==> src/rtl/counter_ctrl.sv <==
// counter_ctrl: control front-end for the free-running cycle counter.
// Conditions the raw start/stop/clear buttons (2-flop sync, debounce,
// rising-edge pulse), runs the RESET/RUN/HALT state machine that drives the
// counter's state code, and holds the interval register, which may only be
// reloaded while the counter is not running.

// Per-button conditioner: synchroniser, debouncer and rising-edge pulse.
module counter_ctrl_btn #(
  parameter int unsigned DEBOUNCE_CYCLES = 16
) (
  input  logic clk,
  input  logic resetn,
  input  logic btn,
  output logic rise
);

  localparam int unsigned CW = $clog2(DEBOUNCE_CYCLES + 1);
  // The counter holds the number of differing samples already seen; the
  // sample that would make it DEBOUNCE_CYCLES is the one that flips level.
  localparam logic [CW-1:0] CNT_LAST = CW'(DEBOUNCE_CYCLES - 1);
  localparam logic [CW-1:0] CNT_ONE  = CW'(1);

  logic          sync_meta;
  logic          sync_out;
  logic [CW-1:0] cnt;
  logic          level;
  logic          level_d;

  // Two-flop synchroniser for the asynchronous button input.
  always_ff @(posedge clk or negedge resetn) begin
    if (!resetn) begin
      sync_meta <= 1'b0;
      sync_out  <= 1'b0;
    end else begin
      sync_meta <= btn;
      sync_out  <= sync_meta;
    end
  end

  // Debounce: accept a new level only after it has differed for DEBOUNCE_CYCLES samples.
  always_ff @(posedge clk or negedge resetn) begin
    if (!resetn) begin
      cnt   <= '0;
      level <= 1'b0;
    end else if (sync_out == level) begin
      cnt   <= '0;
      level <= level;
    end else if (cnt == CNT_LAST) begin
      cnt   <= '0;
      level <= sync_out;
    end else begin
      cnt   <= cnt + CNT_ONE;
      level <= level;
    end
  end

  // Delayed copy of the debounced level for edge detection.
  always_ff @(posedge clk or negedge resetn) begin
    if (!resetn) begin
      level_d <= 1'b0;
    end else begin
      level_d <= level;
    end
  end

  // Only a press (0->1) produces a pulse; a release is silent.
  assign rise = level & ~level_d;

endmodule

// Top level: three button conditioners, the state machine and the interval register.
module counter_ctrl #(
  parameter int unsigned DEBOUNCE_CYCLES  = 16,
  parameter logic [31:0] DEFAULT_INTERVAL = 32'd1
) (
  input  logic        clk,
  input  logic        resetn,
  input  logic        btn_start,
  input  logic        btn_stop,
  input  logic        btn_clear,
  input  logic [31:0] interval_in,
  input  logic        interval_load,
  output logic [7:0]  state,
  output logic [31:0] interval,
  output logic        running,
  output logic        load_reject
);

  typedef enum logic [7:0] {
    ST_RESET = 8'd0,
    ST_RUN   = 8'd1,
    ST_HALT  = 8'd2
  } state_t;

  state_t state_q;
  logic   start_pulse;
  logic   stop_pulse;
  logic   clear_pulse;

  counter_ctrl_btn #(.DEBOUNCE_CYCLES(DEBOUNCE_CYCLES)) u_start (
    .clk    (clk),
    .resetn (resetn),
    .btn    (btn_start),
    .rise   (start_pulse)
  );

  counter_ctrl_btn #(.DEBOUNCE_CYCLES(DEBOUNCE_CYCLES)) u_stop (
    .clk    (clk),
    .resetn (resetn),
    .btn    (btn_stop),
    .rise   (stop_pulse)
  );

  counter_ctrl_btn #(.DEBOUNCE_CYCLES(DEBOUNCE_CYCLES)) u_clear (
    .clk    (clk),
    .resetn (resetn),
    .btn    (btn_clear),
    .rise   (clear_pulse)
  );

  // Counter state machine; clear beats stop beats start, running tracks RUN on the same edge.
  always_ff @(posedge clk or negedge resetn) begin
    if (!resetn) begin
      state_q <= ST_RESET;
      running <= 1'b0;
    end else begin
      case (state_q)
        ST_RESET: begin
          if (start_pulse) begin
            state_q <= ST_RUN;
            running <= 1'b1;
          end else begin
            state_q <= ST_RESET;
            running <= 1'b0;
          end
        end
        ST_RUN: begin
          if (clear_pulse) begin
            state_q <= ST_RESET;
            running <= 1'b0;
          end else if (stop_pulse) begin
            state_q <= ST_HALT;
            running <= 1'b0;
          end else begin
            state_q <= ST_RUN;
            running <= 1'b1;
          end
        end
        ST_HALT: begin
          if (clear_pulse) begin
            state_q <= ST_RESET;
            running <= 1'b0;
          end else if (start_pulse) begin
            state_q <= ST_RUN;
            running <= 1'b1;
          end else begin
            state_q <= ST_HALT;
            running <= 1'b0;
          end
        end
        default: begin
          // Any corrupted encoding falls back to the safe idle state.
          state_q <= ST_RESET;
          running <= 1'b0;
        end
      endcase
    end
  end

  // Interval register: loads judged against the pre-edge state; refused loads in RUN pulse load_reject.
  always_ff @(posedge clk or negedge resetn) begin
    if (!resetn) begin
      interval    <= DEFAULT_INTERVAL;
      load_reject <= 1'b0;
    end else if (interval_load) begin
      if (state_q == ST_RUN) begin
        interval    <= interval;
        load_reject <= 1'b1;
      end else begin
        interval    <= interval_in;
        load_reject <= 1'b0;
      end
    end else begin
      interval    <= interval;
      load_reject <= 1'b0;
    end
  end

  assign state = state_q;

endmodule
==> config.mk <==
export PLATFORM = sky130hd
export DESIGN_NAME = counter_ctrl
export DESIGN_NICKNAME = d
export VERILOG_FILES = /design/src/rtl/counter_ctrl.sv
export SDC_FILE = /design/constraint.sdc
export NUM_CORES = 1
export LEC_CHECK = 0
export BUFFER_PORTS_ARGS = -buffer_cell sky130_fd_sc_hd__buf_4
export CAP_MARGIN = 20
export CORE_UTILIZATION = 40
export DETAILED_ROUTE_END_ITERATION = 7
export MAX_ROUTING_LAYER = met4
export PLACE_DENSITY = 0.71
export SETUP_SLACK_MARGIN = 0.05
export SYNTH_ARGS = -nofsm -noshare
export SYNTH_HDL_FRONTEND = slang
export SYNTH_SLANG_ARGS = --single-unit
==> constraint.sdc <==
create_clock -name clk -period 2.6 [get_ports clk]
set_input_delay 0.39 -clock clk [delete_from_list [all_inputs] [get_ports clk]]
set_output_delay 0.39 -clock clk [all_outputs]
set_load 0.1 [all_outputs]
==> impl_metrics.csv <==
group,metric,value,unit
grt,grt-ovfl-total,0,
clock_network,postCtsSetupBuffers,0,
clock_network,clkTransAtPathRegs,0.07,ns
logic_synthesis,post-synth-top-count-cell,"dfrtp_1",
timing,layout_min_cycle_time,1.65,ns
logic_synthesis,synthCells,162,
logic_synthesis,syn_area,2530,sq um
logic_synthesis,yosysSeqAreaShare,61.3,%
power_and_ir_drop,seqPwrFrac,41.9,%
logic_synthesis,synthFlopType,"dfrtp_1",
placed_design,postPlaceCellArea,3070,sq um
finish,nets,281,
logic_synthesis,ys_warn_count,0,
setup_path,ff2ff_path_depth,3,
setup_path,cpMaxStageDelayCell,"nand2b_4",
floorplan,die_area,6650,sq um
outcome,status,"completed",
timing,min_period_over_period,63.6,%
detailed_routing,drt-total-wl,4140,um
setup_path,crit_required,2.81,ns
power_and_ir_drop,leakage,1.70,nW
grt,antenna_found_initial,0,
clock_network,ctsResizeCount,0,
setup_path,cp_max_fo,32,
floorplan,core-area,6030,sq um
power_and_ir_drop,powerDensity,786,nW/um^2
min_path,hold_path.class,"in2async",
clock_network,cts_max_level,3,
finish,fin_area,3260,sq um
timing,grt_setup_unrepaired,"false",
setup_path,worst-path-stages,3,
setup_path,crit_arrival,1.86,ns
power_and_ir_drop,clockPowerShare,31.0,%
setup_path,path_buf_inv,0,
timing,fin_setup_tns,0,ns
setup_path,worstSetupEndpointType,"register",
logic_synthesis,synth_async_sr_flop_share,100,%
finish,final_layout_size_suffix_gt1_share,52.5,%
grt,track_usage,14.5,%
detailed_routing,vias,1452,
floorplan,ioPinCount,80,
clock_network,postCtsHoldBufs,0,
clock_network,cts_made_buffers,9,
setup_path,critPathTopFamily,"simple AND/OR/NAND/NOR gates",
logic_synthesis,synth_edf_count,0,
setup_path,cpPeakStageDelay,0.51,ns
detailed_routing,dr.pass1.iters,4,
placed_design,place_hpwl,2830,um
logic_synthesis,syn_area_per_cell,15.6,sq um
grt,grt_pass1_vias,1504,
placed_design,numPortBuffers,73,
power_and_ir_drop,internal-power,1.67,mW
clock_network,cts_buffer_depth,2,
floorplan,start_util,42.0,%
power_and_ir_drop,peakVddDrop,0.000434,V
timing,fin_skew,0.00531,ns
placed_design,gp_congestion,0.698,
floorplan,fp.dieW,81.6,um
setup_path,cp-start-kind,"register",
timing,relSlewSlack,49.7,%
floorplan,num_rows,28,
detailed_routing,drt-vias-per-instance,4.55,
timing,hold_viol,0,
logic_synthesis,ys_ff_latch,62,
power_and_ir_drop,power,2.56,mW
setup_path,path_class,"reg2reg",
detailed_routing,drc,0,
detailed_routing,wl_per_cell,13.0,um
timing,tightest_slew,0.755,ns
clock_network,clock_latency,0.32,ns
logic_synthesis,synth_common_cells,"dfrtp_1, mux2_4, nor2_1",
finish,n_antenna_cell,0,
timing,setup_viol,0,
timing,slew_violations,0,
logic_synthesis,synth_top_area_share,60.3,%
power_and_ir_drop,switchingPower,887,uW
clock_network,root_buffer,"clkbuf_8",
power_and_ir_drop,p_comb_share,27.1,%
timing,timing.fmax,605,MHz
grt,grt_start_max_net_pins,63,
flow_run,cap_violations,0,
floorplan,die-height,81.6,um
grt,grt_pass1_wl,6740,um
setup_path,crit_path_cell_trace,"nor2b_4, nand2b_4, mux2_2",
logic_synthesis,yosys-top-cells-area,"dfrtp_1, mux2_4, xor2_1",
logic_synthesis,yosysTopAreaCell,"dfrtp_1",
finish,syn_to_final_growth,28.6,%
detailed_routing,drt_iter0_drc,60,
power_and_ir_drop,p_sw_share,34.6,%
clock_network,cts_tree,"done",
detailed_routing,drtAntennaViolNets,0,
clock_network,cts_sinks,62,
logic_synthesis,ys_types,24,
## per-stage QoR
step           instances  setup slack (ns)  hold WS, ns  util [%]
3_5_place_dp         304             0.920        0.341      50.9
6_report             319             0.946        0.130      54.0
5_1_grt              319             0.851        0.142      54.0
3_3_place_gp         304             0.985        0.338      50.9
2_1_floorplan        167             0.539       0.0944         -
4_1_cts              319             0.916        0.150      54.0
## kinds of logic (layout without fill, tap and decap cells)
family | count (synthesis) | in the layout | share of synthesized area, %
simple gates | 31 | 31 | 7.02
other cells | 1 | 6 | 0.148
flops | 62 | 62 | 61.3
mux | 35 | 35 | 20.0
compound gates | 7 | 7 | 1.58
xor+xnor | 9 | 9 | 3.11
fa+ha+maj | 3 | 3 | 1.48
buf+inv | 14 | 91 | 5.34
## layout by cell type (no fill, tap or decap), types with 2 or more instances in the layout
| cell type | instances |
|---|---|
| o21ai_0 | 5 |
| clkinv_2 | 4 |
| mux2_2 | 5 |
| inv_1 | 3 |
| buf_4 | 73 |
| and2_1 | 4 |
| xor2_1 | 9 |
| nand3_1 | 6 |
| mux2_4 | 30 |
| nor2_1 | 11 |
| clkbuf_8 | 10 |
| and3_1 | 3 |
| dfrtp_1 | 61 |
| nand3b_1 | 2 |
| ha_1 | 3 |
| conb_1 | 6 |
## final cells by class
type	instances	area, sq um
flip-flops and latches	62	1550
clock inverters	5	50.0
fillers	513	2770
multi-input cells	91	863
inverters	3	11.3
repair buffers	73	548
well taps	75	93.8
clock buffers	10	138
## final timing paths
check | to | start | slack (ns)
max | interval[26] | state[0] | 0.95
min | interval[29] | resetn | 0.13
max reg2reg | interval[26] | state[0] | 0.95
min reg2reg | u_start.sync_out | u_start.sync_meta | 0.35
max in group asynchronous | interval[24] | resetn | 1.96
min in group clk | u_stop.sync_meta | btn_stop | 0.17
## sequential cells by signal (all words and copies together) (netlist names)
name / count
u_stop.level_d: 1
u_stop.sync_out: 1
load_reject: 1
u_clear.level_d: 1
u_start.level: 1
u_clear.level: 1
interval: 32
u_stop.cnt: 5
u_stop.sync_meta: 1
u_clear.sync_meta: 1
u_start.sync_meta: 1
u_start.sync_out: 1
u_start.cnt: 5
state: 2
u_clear.sync_out: 1
u_clear.cnt: 5
u_start.level_d: 1
u_stop.level: 1
## worst reg2reg max path: cells and delay by family, from the launching register on
kind	cells	cell delay, ns
flip-flops	1	0.40
multiplexers	1	0.44
AND/OR/NAND/NOR	2	0.70
## layer usage
layer	track usage, %	part of all wire [%]	up-vias
li1	-	-	686
met1	16.1	41	710
met2	22.5	51	49
met3	7.78	7.0	7
met4	4.21	0.97	0
met5	-	0	-
## power by group through the flow
stage	sequential (mW)	clock, mW	combinational [mW]
floorplan	1.46	0	0.174
global placement	1.09	0	0.691
detailed placement	1.09	0	0.700
CTS	1.08	0.824	0.699
global route	1.08	0.870	0.720
finish	1.07	0.794	0.693
(Power assumes the default switching activity.)
